### src/rtl/bcd2bin_seq.sv
// bcd2bin_seq: sequential 4-digit packed BCD to 16-bit binary converter.
// Uses reverse double-dabble: 16 iterations of shift-right, then subtract 3
// from every BCD nibble that is >= 8.
// Optional feature macro: BCD2BIN_DIGIT_CHECK_EN.
// - When it is defined, any input digit > 9 skips conversion.
// - The result then comes back with err=1 and bin=0.
// - When it is undefined, err is tied to 0.
module bcd2bin_seq (
  input  logic        clk,
  input  logic        rst_n,
  input  logic        in_valid,
  output logic        in_ready,
  input  logic [15:0] bcd,
  output logic        out_valid,
  input  logic        out_ready,
  output logic [15:0] bin,
  output logic        err
);

  typedef enum logic [1:0] {IDLE, CONV, DONE} state_t;

  state_t      state_reg, state_next;
  logic [31:0] sr_reg;
  logic [31:0] sr_shift;
  logic [31:0] sr_next;
  logic [3:0]  cnt_reg;
  logic [15:0] bin_reg;
  logic        conv_abort;

  // One iteration: shift right with zero fill, then correct each BCD nibble.
  assign sr_shift      = {1'b0, sr_reg[31:1]};
  assign sr_next[15:0] = sr_shift[15:0];

  generate
    for (genvar gi = 0; gi < 4; gi++) begin : g_nib
      assign sr_next[16+4*gi +: 4] = (sr_shift[16+4*gi +: 4] >= 4'd8)
                                     ? (sr_shift[16+4*gi +: 4] - 4'd3)
                                     : sr_shift[16+4*gi +: 4];
    end
  endgenerate

`ifdef BCD2BIN_DIGIT_CHECK_EN
  logic [3:0] digit_bad;
  logic       bad_reg;
  logic       err_reg;

  generate
    for (genvar gi = 0; gi < 4; gi++) begin : g_chk
      assign digit_bad[gi] = (bcd[4*gi +: 4] > 4'd9);
    end
  endgenerate

  assign conv_abort = bad_reg;
  assign err        = err_reg;
`else
  assign conv_abort = 1'b0;
  assign err        = 1'b0;
`endif

  // Handshake flags come only from the registered state.
  assign in_ready  = (state_reg == IDLE);
  assign out_valid = (state_reg == DONE);
  assign bin       = bin_reg;

  // State register.
  always_ff @(posedge clk) begin
    if (!rst_n) state_reg <= IDLE;
    else        state_reg <= state_next;
  end

  // Next-state logic.
  always_comb begin
    state_next = state_reg;
    case (state_reg)
      IDLE: if (in_valid) state_next = CONV;
      CONV: if (conv_abort || (cnt_reg == 4'd15)) state_next = DONE;
      DONE: if (out_ready) state_next = IDLE;
      default: state_next = IDLE;
    endcase
  end

  // Datapath: load on accept, iterate in CONV, capture the result on exit.
  always_ff @(posedge clk) begin
    if (!rst_n) begin
      sr_reg  <= 32'h0;
      cnt_reg <= 4'd0;
      bin_reg <= 16'h0;
`ifdef BCD2BIN_DIGIT_CHECK_EN
      bad_reg <= 1'b0;
      err_reg <= 1'b0;
`endif
    end else begin
      case (state_reg)
        IDLE: begin
          if (in_valid) begin
            sr_reg  <= {bcd, 16'h0000};
            cnt_reg <= 4'd0;
`ifdef BCD2BIN_DIGIT_CHECK_EN
            bad_reg <= |digit_bad;
`endif
          end
        end
        CONV: begin
          sr_reg  <= sr_next;
          cnt_reg <= cnt_reg + 4'd1;
          if (conv_abort) begin
            bin_reg <= 16'h0;
`ifdef BCD2BIN_DIGIT_CHECK_EN
            err_reg <= 1'b1;
`endif
          end else if (cnt_reg == 4'd15) begin
            bin_reg <= sr_next[15:0];
`ifdef BCD2BIN_DIGIT_CHECK_EN
            err_reg <= 1'b0;
`endif
          end
        end
        default: ;
      endcase
    end
  end

endmodule

### config.mk
export PLATFORM = sky130hd
export DESIGN_NAME = bcd2bin_seq
export DESIGN_NICKNAME = d
export VERILOG_FILES = /design/src/rtl/bcd2bin_seq.sv
export SDC_FILE = /design/constraint.sdc
export NUM_CORES = 1
export LEC_CHECK = 0
export ABC_AREA = 1
export BUFFER_PORTS_ARGS = -buffer_cell sky130_fd_sc_hd__clkbuf_2
export CAP_MARGIN = 25
export CORE_ASPECT_RATIO = 0.9
export CORE_UTILIZATION = 40
export CTS_CLUSTER_SIZE = 28
export DETAILED_ROUTE_END_ITERATION = 12
export PLACE_DENSITY = 0.63
export SLEW_MARGIN = 0
export SYNTH_ARGS = -nofsm -noshare
export SYNTH_HDL_FRONTEND = slang
export SYNTH_SLANG_ARGS = --single-unit
export TNS_END_PERCENT = 10
### constraint.sdc
create_clock -name clk -period 1.5 [get_ports clk]
set_clock_uncertainty 0.1 [all_clocks]
set_input_delay 0.3 -clock clk [delete_from_list [all_inputs] [get_ports clk]]
set_output_delay 0.3 -clock clk [all_outputs]
set_load 0.005 [all_outputs]
==> impl_metrics.env <==
export IMPL_fin_nets=389
export IMPL_grt_pass1_wl_mm=8.30
export IMPL_syn_nets=348
export IMPL_cp_arrival_ps=1520
export IMPL_clk_pin_slew_ps=90
export IMPL_core_area_um2=5660
export IMPL_min_path_cells=3
export IMPL_power_total_mw=2.60
export IMPL_cts_buffers=5
export IMPL_row_count=26
export IMPL_grt_overflow=0
export IMPL_place_congestion=0.769
export IMPL_fmax_mhz=727
export IMPL_diodes=0
export IMPL_synth_top_area_share=0.454
export IMPL_drt_iter0_markers=98
export IMPL_die_y_um=74.5
export IMPL_fin_crit_ps=1380
export IMPL_ant_nets=0
export IMPL_largest_reg_flops=31
export IMPL_netlist_instances=321
export IMPL_grt_max_degree=30
export IMPL_worst_path_max_fanout=8
export IMPL_seqPwrFrac=0.573
export IMPL_dr_pass1_iters=4
export IMPL_hold_violations=0
export IMPL_cts_hold_buffers_added=0
export IMPL_grt_util_met2=0.286
export IMPL_grt_most_used_layer="met2"
export IMPL_grt_util_all_layers=0.180
export IMPL_clk_latency_ps=310
export IMPL_fin_util=0.478
export IMPL_status="complete, no violations"
export IMPL_remaining_drc_errors=0
export IMPL_synth_area_top_cells="dfxtp_1, nand2_1, a21oi_1"
export IMPL_ys_warn_count=0
export IMPL_period_share=0.917
export IMPL_final_cell_area_um2=2710
export IMPL_worst_r2r_cell_count=6
export IMPL_crit_start="cnt_reg[1]"
export IMPL_cts_root_buf="clkbuf_8"
export IMPL_post_drt_via_cell_ratio=4.70
export IMPL_internal_power_mw=1.90
export IMPL_placed_cell_area_um2=2610
export IMPL_ys_seq_area_frac=0.454
export IMPL_syn_cell_area_um2=2330
export IMPL_met3_usage=0.0491
export IMPL_wl_per_cell_um=11.4
export IMPL_synth_distinct_cells=25
export IMPL_dp_hpwl_mm=3.34
export IMPL_nFillCells=597
export IMPL_clock_path_buffers=2
export IMPL_endpoint_kind="register"
export IMPL_wirelength_mm=4.95
export IMPL_cts_tree="yes"
export IMPL_start_kind="register"
export IMPL_setup_violations=0
export IMPL_antenna_found_initial=0
export IMPL_grtUsageMet1=0.238
export IMPL_cellLeakagePower_nw=1.16
export IMPL_hp_class="primary input to register"
export IMPL_cts_max_level=2
export IMPL_io_buffers=37
export IMPL_r2r_start="cnt_reg[1]"
export IMPL_cts_num_sinks=53
export IMPL_ys_ff_latch=53
export IMPL_power_switching_mw=0.703
export IMPL_r2r_end="bin[8]"
export IMPL_crit_end="bin[8]"
export IMPL_rsz0062_at_grt="no"
export IMPL_hold_ws_ps=122
export IMPL_num_vias=2037
export IMPL_max_cap_violations=0
export IMPL_p_clk_frac=0.309
export IMPL_drv_slew=0
export IMPL_comb_power_share=0.118
export IMPL_initial_core_util=0.412
export IMPL_setup_tns_ps=0
export IMPL_grt_pass1_vias=1821
export IMPL_syn_area_per_cell_um2=7.27
export IMPL_crit_required_ps=1640
export IMPL_peakVddDrop_uv=416
export IMPL_cts_setup_buffers=0
export IMPL_critPathKind="register to register"
export IMPL_p_sw_frac=0.270
export IMPL_yosysTopAreaCell="dfxtp_1"
export IMPL_r2r_slack_ps=120
export IMPL_die_w_um=82.5
export IMPL_dieArea_um2=6150
export IMPL_io_pins=39
export IMPL_post_route_cells_drive_above_1_share=0.193
export IMPL_power_per_cell_area_nw_per_um2=962
export IMPL_area_growth_pct=15.9
[cell families after synthesis]
family,Yosys count,synth area share
AND/OR/NAND/NOR,153,0.274
AO/OA/AOI/OAI,67,0.147
flip-flops,53,0.454
buffers and inverters,40,0.0857
adder cells (fa/ha/maj),7,0.0375
other,1,0.00161
[routing by layer]
metal,share of wire,vias to the layer above,wire length [µm]
met1,0.49,900,2430
met3,0.044,7,217
met2,0.45,29,2240
met4,0.014,0,68
met5,0,-,0
li1,-,1101,-
[power by group through the flow]
stage,Combinational [mW],Sequential (mW),Clock (mW)
floorplan,0.215,1.51,0
global placement,0.302,1.52,0
detailed placement,0.305,1.52,0
CTS,0.307,1.49,0.849
global route,0.350,1.50,0.900
finish,0.306,1.49,0.805
[cell type report]
cell class	count	area, µm²	area share
clock buffers	5	68.8	0.0254
clock inverters	3	22.5	0.00832
inverters	26	105	0.0388
multi-input cells	228	1080	0.399
flip-flops and latches	53	1060	0.393
well taps	70	87.6	0.0324
repair buffers	48	280	0.104
[metrics by stage]
step                worst slack (ps)  std cells
global route                    21.2        433
global placement                 157        425
CTS                             27.9        433
finish                           124        433
floorplan                        150        321
detailed placement              92.0        425
[what timing repair did]
item	CTS	global route
hold endpoints to repair	0	0
gates resized for setup	0	5
setup endpoints to repair	0	11
[cell usage after synthesis]
cell type,number
nand2_2,1
buf_2,3
nand3_2,1
nor3b_1,1
inv_4,2
clkbuf_1,2
nor2_8,1
nor2_1,18
buf_4,3
nand3_1,11
o21ai_0,16
nand2_1,113
a21oi_1,48
nor2_2,1
conb_1,1
inv_2,2
nor3_1,4
buf_1,2
inv_1,22
nand2_4,2
o21bai_1,1
ha_1,7
o211ai_1,2
buf_6,4
dfxtp_1,53
[worst min path at each step]
stage                       start         end  slack, ps
after floorplan             rst_n  sr_reg[17]        340
after global placement     bin[3]      bin[3]        350
after detailed placement  bin[11]     bin[11]        350
after global routing      bcd[15]  sr_reg[31]        130
after CTS                 bcd[15]  sr_reg[31]        110
final                     bcd[15]  sr_reg[31]        120
[critical path, cell delays in order (launching register included)]
cell and delay (ps):
dfxtp_2 350, ha_2 200, nand3_2 140, nor2_8 170, buf_4 170, nand2_1 50
a21oi_1 130
[placed cells by master, fill, tap and decap left out, drive strengths merged]
cell type and instances:
nor3 4, nand3 12, o21ai 16, dfxtp 53, conb 1, inv 26, clkbuf 42, o21bai 1
nand2 116, ha 7, buf 11, clkinv 3, o211ai 2, a21oi 48, nor2 20, nor3b 1
No activity file was read; power rests on OpenSTA's default activity.
